`src/rtl/rcastudioii_pkg.sv`:
```
// Shared types and defaults for the RCA Studio II cartridge download engine.
package rcastudioii_pkg;

   typedef enum logic [1:0] {
      IDLE = 2'd0,
      LOAD = 2'd1,
      FILL = 2'd2,
      DONE = 2'd3
   } loader_state_t;

   localparam logic [7:0] CART_INDEX_BASE   = 8'h01;
   localparam logic [7:0] DEFAULT_FILL_BYTE = 8'hFF;

endpackage

```
`src/rtl/rcastudioii_cart_loader_if.sv`:
```
// ioctl download stream in, BRAM write port out; hps side is master, loader is slave.
interface rcastudioii_cart_loader_if #(
   parameter int unsigned ADDR_W = 12,
   parameter int unsigned SLOT_W = 1
);
   logic              ioctl_download;
   logic [7:0]        ioctl_index;
   logic              ioctl_wr;
   logic [24:0]       ioctl_addr;
   logic [7:0]        ioctl_dout;

   logic              mem_wr;
   logic [SLOT_W-1:0] mem_slot;
   logic [ADDR_W-1:0] mem_addr;
   logic [7:0]        mem_data;

   modport master (
      output ioctl_download, ioctl_index, ioctl_wr, ioctl_addr, ioctl_dout,
      input  mem_wr, mem_slot, mem_addr, mem_data
   );

   modport slave (
      input  ioctl_download, ioctl_index, ioctl_wr, ioctl_addr, ioctl_dout,
      output mem_wr, mem_slot, mem_addr, mem_data
   );
endinterface

```
`src/rtl/rcastudioii_cart_loader.sv`:
```
// Multi-slot cartridge loader: routes each ioctl download to a BRAM slot, pads the
// tail with FILL_BYTE, holds the CPU while busy and reports per-slot status.
module rcastudioii_cart_loader
   import rcastudioii_pkg::*;
#(
   parameter int unsigned ADDR_W     = 12,
   parameter int unsigned NUM_SLOTS  = 2,
   parameter logic [7:0]  INDEX_BASE = CART_INDEX_BASE,
   parameter logic [7:0]  FILL_BYTE  = DEFAULT_FILL_BYTE
) (
   input  logic                     clk_sys,
   input  logic                     reset,
   rcastudioii_cart_loader_if.slave bus,
   output logic                     cpu_hold,
   output logic [NUM_SLOTS-1:0]     cart_loaded,
   output logic [ADDR_W:0]          cart_size,
   output logic                     overflow,
   output logic                     load_done
);

   localparam int unsigned SLOT_W = (NUM_SLOTS > 1) ? $clog2(NUM_SLOTS) : 1;
   localparam int unsigned CNT_W  = ADDR_W + 1;
   localparam logic [CNT_W-1:0] DEPTH    = {1'b1, {ADDR_W{1'b0}}};
   localparam logic [CNT_W-1:0] LAST_ADR = DEPTH - CNT_W'(1);

   loader_state_t          state_q, state_d;
   logic                   dl_q;
   logic [SLOT_W-1:0]      slot_q, slot_d;
   logic [NUM_SLOTS-1:0]   loaded_q, loaded_d;
   logic [CNT_W-1:0]       size_q, size_d;
   logic [CNT_W-1:0]       fill_q, fill_d;
   logic                   ovf_q, ovf_d;
   logic                   mem_wr_q, mem_wr_d;
   logic [SLOT_W-1:0]      mem_slot_q, mem_slot_d;
   logic [ADDR_W-1:0]      mem_addr_q, mem_addr_d;
   logic [7:0]             mem_data_q, mem_data_d;
   logic                   hold_q, hold_d;
   logic                   done_q, done_d;

   logic                   rise_c;
   logic [8:0]             idx_off_c;
   logic                   in_range_c;
   logic                   addr_ok_c;
   logic [CNT_W-1:0]       wr_end_c;

   // Download edge and index/address decode; 9-bit offset keeps indices below the base negative.
   assign rise_c     = bus.ioctl_download & ~dl_q;
   assign idx_off_c  = {1'b0, bus.ioctl_index} - {1'b0, INDEX_BASE};
   assign in_range_c = ~idx_off_c[8] && (idx_off_c < 9'(NUM_SLOTS));
   assign addr_ok_c  = ((bus.ioctl_addr >> ADDR_W) == '0);
   assign wr_end_c   = {1'b0, bus.ioctl_addr[ADDR_W-1:0]} + CNT_W'(1);

   always_comb begin
      state_d    = state_q;
      slot_d     = slot_q;
      loaded_d   = loaded_q;
      size_d     = size_q;
      fill_d     = fill_q;
      ovf_d      = ovf_q;
      mem_wr_d   = 1'b0;
      mem_slot_d = mem_slot_q;
      mem_addr_d = mem_addr_q;
      mem_data_d = mem_data_q;

      unique case (state_q)
         LOAD: begin
            if (bus.ioctl_wr) begin
               if (addr_ok_c) begin
                  mem_wr_d   = 1'b1;
                  mem_slot_d = slot_q;
                  mem_addr_d = bus.ioctl_addr[ADDR_W-1:0];
                  mem_data_d = bus.ioctl_dout;
                  if (wr_end_c > size_q) size_d = wr_end_c;
               end else begin
                  ovf_d = 1'b1;
               end
            end
            // A byte arriving with the falling edge is already folded into size_d.
            if (!bus.ioctl_download) begin
               state_d = FILL;
               fill_d  = size_d;
            end
         end
         FILL: begin
            if (!fill_q[ADDR_W]) begin
               mem_wr_d   = 1'b1;
               mem_slot_d = slot_q;
               mem_addr_d = fill_q[ADDR_W-1:0];
               mem_data_d = FILL_BYTE;
               fill_d     = fill_q + CNT_W'(1);
            end
            if (fill_q >= LAST_ADR) state_d = DONE;
         end
         DONE: begin
            loaded_d[slot_q] = (size_q != '0);
            state_d          = IDLE;
         end
         default: ;
      endcase

      // A new download start overrides whatever fill/done work is in flight.
      if (rise_c && (state_q != LOAD)) begin
         mem_wr_d = 1'b0;
         loaded_d = loaded_q;
         state_d  = IDLE;
         if (in_range_c) begin
            slot_d                          = idx_off_c[SLOT_W-1:0];
            loaded_d[idx_off_c[SLOT_W-1:0]] = 1'b0;
            size_d                          = '0;
            ovf_d                           = 1'b0;
            state_d                         = LOAD;
         end
      end

      hold_d = (state_d != IDLE);
      done_d = (state_d == DONE);
   end

   always_ff @(posedge clk_sys) begin
      if (reset) begin
         state_q    <= IDLE;
         dl_q       <= 1'b0;
         slot_q     <= '0;
         loaded_q   <= '0;
         size_q     <= '0;
         fill_q     <= '0;
         ovf_q      <= 1'b0;
         mem_wr_q   <= 1'b0;
         mem_slot_q <= '0;
         mem_addr_q <= '0;
         mem_data_q <= '0;
         hold_q     <= 1'b0;
         done_q     <= 1'b0;
      end else begin
         state_q    <= state_d;
         dl_q       <= bus.ioctl_download;
         slot_q     <= slot_d;
         loaded_q   <= loaded_d;
         size_q     <= size_d;
         fill_q     <= fill_d;
         ovf_q      <= ovf_d;
         mem_wr_q   <= mem_wr_d;
         mem_slot_q <= mem_slot_d;
         mem_addr_q <= mem_addr_d;
         mem_data_q <= mem_data_d;
         hold_q     <= hold_d;
         done_q     <= done_d;
      end
   end

   assign bus.mem_wr   = mem_wr_q;
   assign bus.mem_slot = mem_slot_q;
   assign bus.mem_addr = mem_addr_q;
   assign bus.mem_data = mem_data_q;
   assign cpu_hold     = hold_q;
   assign cart_loaded  = loaded_q;
   assign cart_size    = size_q;
   assign overflow     = ovf_q;
   assign load_done    = done_q;

endmodule

```
`src/flat_wrapper.sv`:
```
// flat-port wrapper written by rule: the top's interface ports become plain ports
module rcastudioii_cart_loader_flat import rcastudioii_pkg::*;
#(
   parameter int unsigned ADDR_W     = 12,
   parameter int unsigned NUM_SLOTS  = 2,
   parameter logic [7:0]  INDEX_BASE = CART_INDEX_BASE,
   parameter logic [7:0]  FILL_BYTE  = DEFAULT_FILL_BYTE
)
  (clk_sys, reset, cpu_hold, cart_loaded, cart_size, overflow, load_done, bus_ioctl_download, bus_ioctl_index, bus_ioctl_wr, bus_ioctl_addr, bus_ioctl_dout, bus_mem_wr, bus_mem_slot, bus_mem_addr, bus_mem_data);
  rcastudioii_cart_loader_if #(.ADDR_W(ADDR_W), .SLOT_W(1)) bus_i ();
  input  logic clk_sys;
  input  logic reset;
  output logic cpu_hold;
  output logic [NUM_SLOTS-1:0] cart_loaded;
  output logic [ADDR_W:0] cart_size;
  output logic overflow;
  output logic load_done;
  input wire logic [$bits(bus_i.ioctl_download)-1:0] bus_ioctl_download;
  input wire logic [$bits(bus_i.ioctl_index)-1:0] bus_ioctl_index;
  input wire logic [$bits(bus_i.ioctl_wr)-1:0] bus_ioctl_wr;
  input wire logic [$bits(bus_i.ioctl_addr)-1:0] bus_ioctl_addr;
  input wire logic [$bits(bus_i.ioctl_dout)-1:0] bus_ioctl_dout;
  output wire logic [$bits(bus_i.mem_wr)-1:0] bus_mem_wr;
  output wire logic [$bits(bus_i.mem_slot)-1:0] bus_mem_slot;
  output wire logic [$bits(bus_i.mem_addr)-1:0] bus_mem_addr;
  output wire logic [$bits(bus_i.mem_data)-1:0] bus_mem_data;
  assign bus_i.ioctl_download = bus_ioctl_download;
  assign bus_i.ioctl_index = bus_ioctl_index;
  assign bus_i.ioctl_wr = bus_ioctl_wr;
  assign bus_i.ioctl_addr = bus_ioctl_addr;
  assign bus_i.ioctl_dout = bus_ioctl_dout;
  assign bus_mem_wr = bus_i.mem_wr;
  assign bus_mem_slot = bus_i.mem_slot;
  assign bus_mem_addr = bus_i.mem_addr;
  assign bus_mem_data = bus_i.mem_data;
  rcastudioii_cart_loader #(.ADDR_W(ADDR_W), .NUM_SLOTS(NUM_SLOTS), .INDEX_BASE(INDEX_BASE), .FILL_BYTE(FILL_BYTE)) u_core (.clk_sys(clk_sys), .reset(reset), .bus(bus_i), .cpu_hold(cpu_hold), .cart_loaded(cart_loaded), .cart_size(cart_size), .overflow(overflow), .load_done(load_done));
endmodule
```
`config.mk`:
```
export PLATFORM = sky130hd
export DESIGN_NAME = rcastudioii_cart_loader_flat
export DESIGN_NICKNAME = d
export VERILOG_FILES = /design/src/rtl/rcastudioii_pkg.sv /design/src/rtl/rcastudioii_cart_loader_if.sv /design/src/rtl/rcastudioii_cart_loader.sv /design/src/flat_wrapper.sv
export SDC_FILE = /design/constraint.sdc
export NUM_CORES = 1
export LEC_CHECK = 0
export BUFFER_PORTS_ARGS = -buffer_cell sky130_fd_sc_hd__buf_2
export CAP_MARGIN = 20
export CORE_MARGIN = 2
export CORE_UTILIZATION = 35
export DETAILED_ROUTE_END_ITERATION = 8
export PLACE_DENSITY = 0.6
export SYNTH_ARGS = -nofsm -noshare
export SYNTH_HDL_FRONTEND = slang
export SYNTH_SLANG_ARGS = --single-unit
```
`constraint.sdc`:
```
create_clock -name clk_sys -period 3.47 [get_ports clk_sys]
set_clock_uncertainty 0.2 [all_clocks]
set_input_delay 0.694 -clock clk_sys [delete_from_list [all_inputs] [get_ports clk_sys]]
set_output_delay 0.694 -clock clk_sys [all_outputs]
set_load 0.1 [all_outputs]
```
==> results.sh <==
export IMPL_holdPathEnd="u_core.cart_loaded[0]"
export IMPL_syn_inst=434
export IMPL_overflow=0
export IMPL_holdCritStartpoint="u_core.cart_loaded[0]"
export IMPL_ys_dominant_reg_cell="dfxtp_1"
export IMPL_crit_family="simple AND/OR/NAND/NOR gates"
export IMPL_p_leak_uw=0.00188
export IMPL_p_sw_uw=366
export IMPL_worstMarginPinSlew_ps=608
export IMPL_power_density_nw_per_um2=333
export IMPL_ys_seq_area_frac=0.322
export IMPL_synthTopCellsByArea="dfxtp_1, ha_1, mux2i_1"
export IMPL_num_rows=36
export IMPL_final_layout_size_suffix_gt1_frac=0.276
export IMPL_status="complete, no violations"
export IMPL_routabilityCongestion=0.901
export IMPL_path_common_cell="nand2_1"
export IMPL_yosys_register_bits=57
export IMPL_holdWs_ps=292
export IMPL_whs_path_depth=2
export IMPL_clock_latency_ps=340
export IMPL_track_usage=0.195
export IMPL_fp_dieArea_um2=11000
export IMPL_slowest_stage="a2111oi_2"
export IMPL_synth_top_area_frac=0.322
export IMPL_drc=0
export IMPL_synth_avg_cell_area_um2=8.17
export IMPL_final_max_slew_viol_count=0
export IMPL_rrSetupSlack_ps=680
export IMPL_synth_area_um2=3550
export IMPL_io_buffers=84
export IMPL_worst_setup_path_end_kind="flip-flop"
export IMPL_cts_sinks=57
export IMPL_crit_reg2reg_launch="u_core.cart_size[10]"
export IMPL_period_needed_ps=3350
export IMPL_synthArstFlopShare=0
export IMPL_h_tree_depth=3
export IMPL_wl_per_cell_um=15.6
export IMPL_syn_num_nets=501
export IMPL_synth_edf_count=0
export IMPL_max_stage_delay_ps=370
export IMPL_cts_tree="done"
export IMPL_post_synth_top_area_cell="dfxtp_1"
export IMPL_cts_resized_gates=0
export IMPL_via_per_inst=5.27
export IMPL_cp_start_kind="input port"
export IMPL_setup_viol=0
export IMPL_grt_pass1_vias=3403
export IMPL_ff2ff_path_depth=9
export IMPL_dp_hpwl_um=8250
export IMPL_drv_cap=0
export IMPL_fmax_ghz=0.299
export IMPL_start_util=0.361
export IMPL_seq_power_share=0.429
export IMPL_core_area_um2=9820
export IMPL_cp_num_buf_inv=2
export IMPL_grt_pass1_wl_um=17100
export IMPL_grt_max_degree=42
export IMPL_finalHoldViolCount=0
export IMPL_final_cell_mix="buf_2, nor2_1, dfxtp_1, nand2_1, buf_4"
export IMPL_cts_buffer_depth=2
export IMPL_p_comb_frac=0.101
export IMPL_rr_endpoint="u_core.fill_q[4]"
export IMPL_layout_worst_path_cycle_share=0.965
export IMPL_clock_power_share=0.470
export IMPL_drtIter0Drc=196
export IMPL_diodes=0
export IMPL_peakVddDrop_mv=0.164
export IMPL_vias=3618
export IMPL_first_pass_iters=5
export IMPL_cp_max_fo=10
export IMPL_fp_dieH_um=105
export IMPL_die_x_um=105
export IMPL_cts_buffers=9
export IMPL_final_util=0.468
export IMPL_clkTransAtPathRegs_ps=70
export IMPL_multi_input_area_um2=2230
export IMPL_cts_root_buffer="clkbuf_8"
export IMPL_fill_cells=1001
export IMPL_relSlewSlack=0.593
export IMPL_nets=616
export IMPL_areaGrowthSynthToFinish_pct=29.5
export IMPL_path_cells="buf_2 > and4_1 > and3_1 > nand2_1 > xnor2_1 > ha_1 > nand4_1 > o211ai_1 > nand3_2 > a2111oi_2 > buf_4 > nand2_1 > a221oi_2"
export IMPL_wirelength_um=10700
export IMPL_top_level_ports=85
export IMPL_crit_required_ps=3520
export IMPL_yosys_warnings=0
export IMPL_regArea_um2=1140
export IMPL_path_depth=13
export IMPL_antenna_found_initial=0
export IMPL_final_common_cell="buf_2"
export IMPL_p_int_uw=1170
export IMPL_hp_class="flip-flop to flip-flop"
export IMPL_critPathKind="input port to flip-flop"
export IMPL_yosys_cell_types_count=52
export IMPL_rsz0062_at_grt="yes"
export IMPL_p_sw_frac=0.239
export IMPL_cp_arrival_ps=3400
export IMPL_ant_nets=0
[tightest hold or removal path: cells and delay by family (launching register included)]
kind,cells,cell delay (ps)
DFF,1,320
AOI/OAI and AO/OA,2,120
[worst max-delay path by stage]
stage                           start                   end  slack, ps
finish              bus_ioctl_addr[4]      u_core.fill_q[4]        120
global route        bus_ioctl_addr[2]      u_core.fill_q[4]        -10
CTS                 bus_ioctl_addr[4]  u_core.cart_size[11]        180
detailed placement  bus_ioctl_addr[4]  u_core.cart_size[11]       -150
global placement    bus_ioctl_addr[2]   u_core.cart_size[5]        -70
floorplan           bus_ioctl_addr[2]      u_core.fill_q[4]        120
[layout make-up]
| type | count | share of cell area |
|---|---|---|
| multi-input cells | 334 | 0.484 |
| clock buffers | 11 | 0.0330 |
| repair buffers | 124 | 0.162 |
| inverters | 23 | 0.0188 |
| clock inverters | 5 | 0.0169 |
| flip-flops and latches | 57 | 0.248 |
| well taps | 133 | 0.0362 |
[what timing repair did]
| item | CTS | global route |
|---|---|---|
| setup endpoints to repair | 0 | 9 |
| hold buffers | 0 | 0 |
| buffers inserted | 0 | 2 |
[synth_stat cells, types with 9 or more instances]
| cell | n |
|---|---|
| clkbuf_1 | 10 |
| nand3_1 | 15 |
| ha_1 | 22 |
| nor2_1 | 57 |
| nand2_1 | 40 |
| and3_1 | 10 |
| a21oi_1 | 20 |
| a211oi_1 | 22 |
| inv_1 | 23 |
| dfxtp_1 | 57 |
| xnor2_1 | 16 |
| nand4_1 | 9 |
| a31oi_1 | 14 |
| mux2i_1 | 25 |
| o21ai_0 | 23 |
[sequential cells by signal (all words and copies together), names as in the netlist, 2 cells and up]
register             flops
u_core.bus.mem_data      8
u_core.bus.mem_addr     12
u_core.fill_q           13
u_core.cart_loaded       2
u_core.state_q           2
u_core.cart_size        13
[power groups by stage]
stage | Combinational [uW] | Clock, uW | Sequential, uW
6_report | 155 | 719 | 657
5_1_grt | 169 | 763 | 657
4_1_cts | 153 | 732 | 657
3_5_place_dp | 151 | 0 | 672
3_3_place_gp | 148 | 0 | 672
2_1_floorplan | 65.7 | 0 | 677
[layer usage]
layer / share of wire / track usage / wire (um)
met1: 0.47 / 0.262 / 5030
met2: 0.45 / 0.313 / 4800
met3: 0.068 / 0.0499 / 723
met4: 0.015 / 0.0495 / 160
met5: 0 / 0 / 0
[kinds of logic after synthesis]
| group | share of synthesized area |
|---|---|
| AO/OA/AOI/OAI | 0.201 |
| multiplexers | 0.0705 |
| adder cells (fa/ha/maj) | 0.0776 |
| flip-flops | 0.322 |
| XOR/XNOR | 0.0543 |
| buffers and inverters | 0.0519 |
| AND/OR/NAND/NOR | 0.223 |
[through the flow]
step	instances	TNS [ps]	setup WS, ps	cell area [um^2]	total power, uW
after CTS	685	0	180	4580	1540
after floorplan	434	0	123	3550	743
final	687	0	123	4590	1530
after global routing	687	-11.0	-11.0	4590	1590
after global placement	669	-1040	-73.2	4350	821
after detailed placement	669	-2050	-146	4350	823
No activity file was read; power rests on OpenSTA's default activity.
